===== src/rtl/karatsuba_seq_mul_if.sv =====
// Operand/product handshake bundle for karatsuba_seq_mul.
// The master side offers operands and consumes products.
interface karatsuba_seq_mul_if #(
  parameter int WIDTH = 16
);
  logic               in_valid;
  logic               in_ready;
  logic [WIDTH-1:0]   in_a;
  logic [WIDTH-1:0]   in_b;
  logic               out_valid;
  logic               out_ready;
  logic [2*WIDTH-1:0] out_p;
  logic               busy;

  modport master (
    output in_valid, in_a, in_b, out_ready,
    input  in_ready, out_valid, out_p, busy
  );

  modport slave (
    input  in_valid, in_a, in_b, out_ready,
    output in_ready, out_valid, out_p, busy
  );
endinterface


===== src/rtl/karatsuba_seq_mul.sv =====
// Sequential unsigned WIDTH x WIDTH multiplier that time-shares one 8x8
// Karatsuba core over all byte-slice partial products.

module karatsuba_mul_8 (
  input  logic [7:0]  a_i,
  input  logic [7:0]  b_i,
  output logic [15:0] p_o
);
  logic [3:0] ah, al, bh, bl;
  logic [4:0] sa, sb;
  logic [7:0] z0, z2;
  logic [9:0] zm, z1;

  assign ah = a_i[7:4];
  assign al = a_i[3:0];
  assign bh = b_i[7:4];
  assign bl = b_i[3:0];

  assign z0 = {4'd0, al} * {4'd0, bl};
  assign z2 = {4'd0, ah} * {4'd0, bh};
  assign sa = {1'b0, ah} + {1'b0, al};
  assign sb = {1'b0, bh} + {1'b0, bl};
  assign zm = {5'd0, sa} * {5'd0, sb};
  // Middle term ah*bl + al*bh recovered with one multiply instead of two.
  assign z1 = zm - {2'd0, z2} - {2'd0, z0};

  assign p_o = {z2, 8'd0} + {2'd0, z1, 4'd0} + {8'd0, z0};
endmodule

module karatsuba_seq_mul #(
  parameter int WIDTH = 16
) (
  input logic               clk,
  input logic               rst_n,
  karatsuba_seq_mul_if.slave bus
);
  localparam int NS = WIDTH / 8;
  localparam int K  = NS * NS;
  localparam int SW = (NS > 1) ? $clog2(NS) : 1;
  localparam int KW = (K > 1) ? $clog2(K) : 1;
  localparam int PW = 2 * WIDTH;

  typedef enum logic [1:0] {IDLE, CALC, DONE} state_e;

  state_e            state_q, state_d;
  logic [KW-1:0]     k_q, k_d;
  logic [SW-1:0]     i_q, i_d, j_q, j_d;
  logic [WIDTH-1:0]  a_q, a_d, b_q, b_d;
  logic [PW-1:0]     acc_q, acc_d;

  logic [7:0]        a_sl, b_sl;
  logic [15:0]       p;
  logic [SW+3:0]     shamt;
  logic [PW-1:0]     term;

  // i/j track k mod NS and k div NS directly so no divider is needed.
  always_comb begin
    a_sl = 8'd0;
    b_sl = 8'd0;
    for (int s = 0; s < NS; s++) begin
      if (i_q == SW'(s)) a_sl = a_q[8*s +: 8];
      if (j_q == SW'(s)) b_sl = b_q[8*s +: 8];
    end
  end

  karatsuba_mul_8 u_core (
    .a_i (a_sl),
    .b_i (b_sl),
    .p_o (p)
  );

  assign shamt = {({1'b0, i_q} + {1'b0, j_q}), 3'b000};
  assign term  = {{(PW-16){1'b0}}, p} << shamt;

  always_comb begin
    state_d = state_q;
    k_d     = k_q;
    i_d     = i_q;
    j_d     = j_q;
    a_d     = a_q;
    b_d     = b_q;
    acc_d   = acc_q;
    case (state_q)
      IDLE: begin
        if (bus.in_valid) begin
          a_d     = bus.in_a;
          b_d     = bus.in_b;
          acc_d   = '0;
          k_d     = '0;
          i_d     = '0;
          j_d     = '0;
          state_d = CALC;
        end
      end
      CALC: begin
        acc_d = acc_q + term;
        k_d   = k_q + 1'b1;
        if (i_q == SW'(NS-1)) begin
          i_d = '0;
          j_d = j_q + 1'b1;
        end else begin
          i_d = i_q + 1'b1;
        end
        if (k_q == KW'(K-1)) begin
          k_d     = '0;
          i_d     = '0;
          j_d     = '0;
          state_d = DONE;
        end
      end
      DONE: begin
        if (bus.out_ready) state_d = IDLE;
      end
      default: state_d = IDLE;
    endcase
  end

  always_ff @(posedge clk or negedge rst_n) begin
    if (!rst_n) begin
      state_q <= IDLE;
      k_q     <= '0;
      i_q     <= '0;
      j_q     <= '0;
      a_q     <= '0;
      b_q     <= '0;
      acc_q   <= '0;
    end else begin
      state_q <= state_d;
      k_q     <= k_d;
      i_q     <= i_d;
      j_q     <= j_d;
      a_q     <= a_d;
      b_q     <= b_d;
      acc_q   <= acc_d;
    end
  end

  // The accumulator is only cleared on accept, so out_p keeps the last product in IDLE.
  assign bus.in_ready  = (state_q == IDLE);
  assign bus.out_valid = (state_q == DONE);
  assign bus.busy      = (state_q != IDLE);
  assign bus.out_p     = acc_q;
endmodule


===== src/flat_wrapper.sv =====
// flat-port wrapper written by rule: the top's interface ports become plain ports
module karatsuba_seq_mul_flat 
#(
  parameter int WIDTH = 16
)
  (clk, rst_n, bus_in_valid, bus_in_a, bus_in_b, bus_out_ready, bus_in_ready, bus_out_valid, bus_out_p, bus_busy);
  karatsuba_seq_mul_if #(.WIDTH(WIDTH)) bus_i ();
  input logic clk;
  input logic rst_n;
  input wire logic [$bits(bus_i.in_valid)-1:0] bus_in_valid;
  input wire logic [$bits(bus_i.in_a)-1:0] bus_in_a;
  input wire logic [$bits(bus_i.in_b)-1:0] bus_in_b;
  input wire logic [$bits(bus_i.out_ready)-1:0] bus_out_ready;
  output wire logic [$bits(bus_i.in_ready)-1:0] bus_in_ready;
  output wire logic [$bits(bus_i.out_valid)-1:0] bus_out_valid;
  output wire logic [$bits(bus_i.out_p)-1:0] bus_out_p;
  output wire logic [$bits(bus_i.busy)-1:0] bus_busy;
  assign bus_i.in_valid = bus_in_valid;
  assign bus_i.in_a = bus_in_a;
  assign bus_i.in_b = bus_in_b;
  assign bus_i.out_ready = bus_out_ready;
  assign bus_in_ready = bus_i.in_ready;
  assign bus_out_valid = bus_i.out_valid;
  assign bus_out_p = bus_i.out_p;
  assign bus_busy = bus_i.busy;
  karatsuba_seq_mul #(.WIDTH(WIDTH)) u_core (.clk(clk), .rst_n(rst_n), .bus(bus_i));
endmodule

===== config.mk =====
export PLATFORM = sky130hd
export DESIGN_NAME = karatsuba_seq_mul_flat
export DESIGN_NICKNAME = d
export VERILOG_FILES = /design/src/rtl/karatsuba_seq_mul_if.sv /design/src/rtl/karatsuba_seq_mul.sv /design/src/flat_wrapper.sv
export SDC_FILE = /design/constraint.sdc
export NUM_CORES = 1
export LEC_CHECK = 0
export CAP_MARGIN = 5
export CORE_ASPECT_RATIO = 1.2
export CORE_MARGIN = 4
export CORE_UTILIZATION = 45
export DETAILED_ROUTE_END_ITERATION = 8
export PLACE_DENSITY = 0.73
export SLEW_MARGIN = 20
export SYNTH_ARGS = -nofsm -noshare
export SYNTH_HDL_FRONTEND = slang
export SYNTH_SLANG_ARGS = --single-unit

===== constraint.sdc =====
create_clock -name clk -period 27.5 [get_ports clk]
set_input_delay 6.875 -clock clk [delete_from_list [all_inputs] [get_ports clk]]
set_output_delay 6.875 -clock clk [all_outputs]
set_load 0.02 [all_outputs]

==> impl_results.md <==
- Run status: completed
- Vias after detailed routing: 6070
- First-pass GRT wire length: 29390 um
- Post-synth top area cell: dfrtp_1
- Synthesis-to-layout area growth: 16.40%
- Drt total wl: 17670 um
- Vias in the first global route: 6229
- Hold_buf cts: 0
- TritonCTS buffer count: 9
- # IOs: 71
- Post-CTS setup buffer count: 0
- Arr. time, crit path: 10.74 ns
- Nets: 1090
- GRT met1 Usage: 0.2728
- Row count: 50
- Minimum clock period: 10.53 ns
- Die ar.: 0.01821 mm^2
- Most frequent cell after synthesis: nand2_1
- Total track usage: 0.1996
- DP Wirelength: 13920 um
- DRC violations left: 0
- Relative slew slack: 0.3918
- Max-slew violation count: 0
- Max-cap violations: 0
- Die height: 147.0 um
- Top cell type's share of synthesized area: 0.2416
- Ys async rst share: 1.000
- Prevailing post-synth register cell: dfrtp_1
- CP Class: reg -> reg
- Core Box Area: 0.01570 mm^2
- Critical Path Sink Type: register
- Detailed-route wire length per cell: 15.55 um
- Number of fill cells: 1457
- Iter 0 DRT Violations: 390
- TNS Setup: 0 ns
- Synthesized area: 0.007249 mm^2
- H-Tree Depth: 3
- Register area share after synthesis: 0.2416
- First-pass DRT Iterations: 7
- Crit-path max FO: 11
- Share of cells above drive strength 1: 0.04203
- Synth unique cells: 53
- CTS max path bufs: 2
- Clk sinks: 70
- Die X: 123.9 um
- CTS tree: built
- Largest net degree at the start of global routing: 71
- Final GP Congestion: 0.9193
- Met2 Usage GRT: 0.3332
- Routed vias/inst: 5.343
- Setup violators final: 0
- Synthesized area per cell: 8.439 um^2
- Post-synthesis instance total: 859
- Final Cycle Share: 0.3828
- Fin area: 0.008438 mm^2
- Critical Path Start: u_core.j_q$_DFFE_PN0P_
- Synth warn: 0
- Final Skew: 0.005913 ns
- Antenna violations before repair: 0
- Antenna violation net count after detailed routing: 0
- Worst setup path endpoint: u_core.bus.out_p[29]$_DFFE_PN0P_
- Worst r2r src: u_core.j_q$_DFFE_PN0P_
- Initial core utilization: 0.4617
- GRT Residual Overflow: 0
- CP peak stage delay: 0.68 ns
- Req. time, crit path: 27.71 ns
- Synth top area cells: dfrtp_1 24%, ha_1 17%, fa_1 9.1%, nand2_1 8.2%, xnor2_1 4.1%
- Mapped Nets: 1026
- Grt met3 use: 0.01771
- PortBufs: 70
- Slew @ Worst Pin: 0.9124 ns
- FF-to-FF End: u_core.bus.out_p[29]$_DFFE_PN0P_
- Flop2flop setup slack: 16.97 ns
- Max Freq: 0.09500 GHz
- Worst-path clk slew: 0.06 ns
- RSZ-0062 raised after global routing: false
- Busiest layer in global routing: met2
- Clock Latency Late Sink: 0.34 ns
- Final hold vios: 0
- Hold WC Path Type: reg -> reg
- R2R cell count: 43
- Synth cell count leaders: 159 x nand2_1, 98 x ha_1, 73 x inv_1
- Seq cells post-synth: 70
- Post-Layout Cell Count: 1136
- Clock root buffer: clkbuf_16
- Critical path startpoint category: register
- Gates resized, CTS repair: 0
- CP max-delay cell: dfrtp_1
- Post-synth EDFFs: 0
- DP Cell Count: 1120
- Antenna diodes: 0
- Placed inst area: 0.008153 mm^2
-- logic make-up (layout without fill, tap and decap cells) --
family	Yosys count	count (layout)	share of synthesized area
mux	23	23	0.03193
compound gates	180	180	0.1621
xor+xnor	57	57	0.06886
simple gates	301	301	0.1840
flops	70	70	0.2416
buf+inv	97	166	0.05126
fa+ha+maj	131	131	0.2603
-- registers in the layout, indices dropped and copies added, names as in the netlist --
signal,count
u_core.a_q,16
u_core.i_q,1
u_core.state_q,2
u_core.bus.out_p,32
u_core.k_q,2
u_core.b_q,16
u_core.j_q,1
-- how the worst min path moves through the flow --
| stage | depth (start not counted) | startpoint | slack, ns | to |
|---|---|---|---|---|
| global route | 2 | u_core.b_q[5]$_DFFE_PN0P_ | 0.51 | u_core.b_q[5]$_DFFE_PN0P_ |
| detailed placement | 2 | u_core.b_q[5]$_DFFE_PN0P_ | 0.46 | u_core.b_q[5]$_DFFE_PN0P_ |
| finish | 2 | u_core.b_q[5]$_DFFE_PN0P_ | 0.48 | u_core.b_q[5]$_DFFE_PN0P_ |
| CTS | 2 | u_core.b_q[5]$_DFFE_PN0P_ | 0.48 | u_core.b_q[5]$_DFFE_PN0P_ |
| global placement | 2 | u_core.b_q[6]$_DFFE_PN0P_ | 0.46 | u_core.b_q[6]$_DFFE_PN0P_ |
| floorplan | 2 | u_core.a_q[0]$_DFFE_PN0P_ | 0.44 | u_core.a_q[0]$_DFFE_PN0P_ |
-- per-stage QoR --
step / util / hold slack (ns) / setup slack [ns]
floorplan: - / 0.4450 / 17.85
global placement: 0.5192 / 0.4578 / 17.26
detailed placement: 0.5192 / 0.4643 / 17.05
CTS: 0.5374 / 0.4797 / 17.01
global route: 0.5374 / 0.5070 / 16.39
finish: 0.5374 / 0.4782 / 16.97
-- final cells by class --
cell class | instances | area [um^2] | share of cell area
multi-input cells | 692 | 5126 | 0.6075
repair buffers | 75 | 733.2 | 0.08689
well taps | 208 | 260.3 | 0.03084
clock buffers | 10 | 239.0 | 0.02832
flip-flops and latches | 70 | 1752 | 0.2076
clock inverters | 6 | 46.29 | 0.005486
inverters | 75 | 281.5 | 0.03336
-- cell usage in the layout, fill, tap and decap left out, drive strengths merged, types with 33 or more instances in the layout --
cell,n
fa,33
inv,75
ha,98
nor2,50
clkdlybuf4s50,69
xnor2,34
a21oi,45
dfrtp,70
nand2,159
o21ai,56
-- metal layers --
| metal | vias up | part of all wire |
|---|---|---|
| met2 | 85 | 0.49 |
| met4 | 0 | 0.021 |
| met5 | - | 0 |
| li1 | 3042 | - |
| met1 | 2919 | 0.47 |
| met3 | 24 | 0.021 |
-- worst max-delay path, delay by kind of cell (launching register included) --
family                     cells  cell delay (ns)
DFF                            1             0.68
xor gates and xnor gates       4             0.84
AOI/OAI and AO/OA             14             2.55
muxes                          2             0.43
buffers and inverters          7             0.48
and+or+nand+nor                6             0.77
adders and majority gates     10             4.64
Power is not shown: default switching activity piles up to over one toggle a cycle in this logic, so the estimate is an artifact.
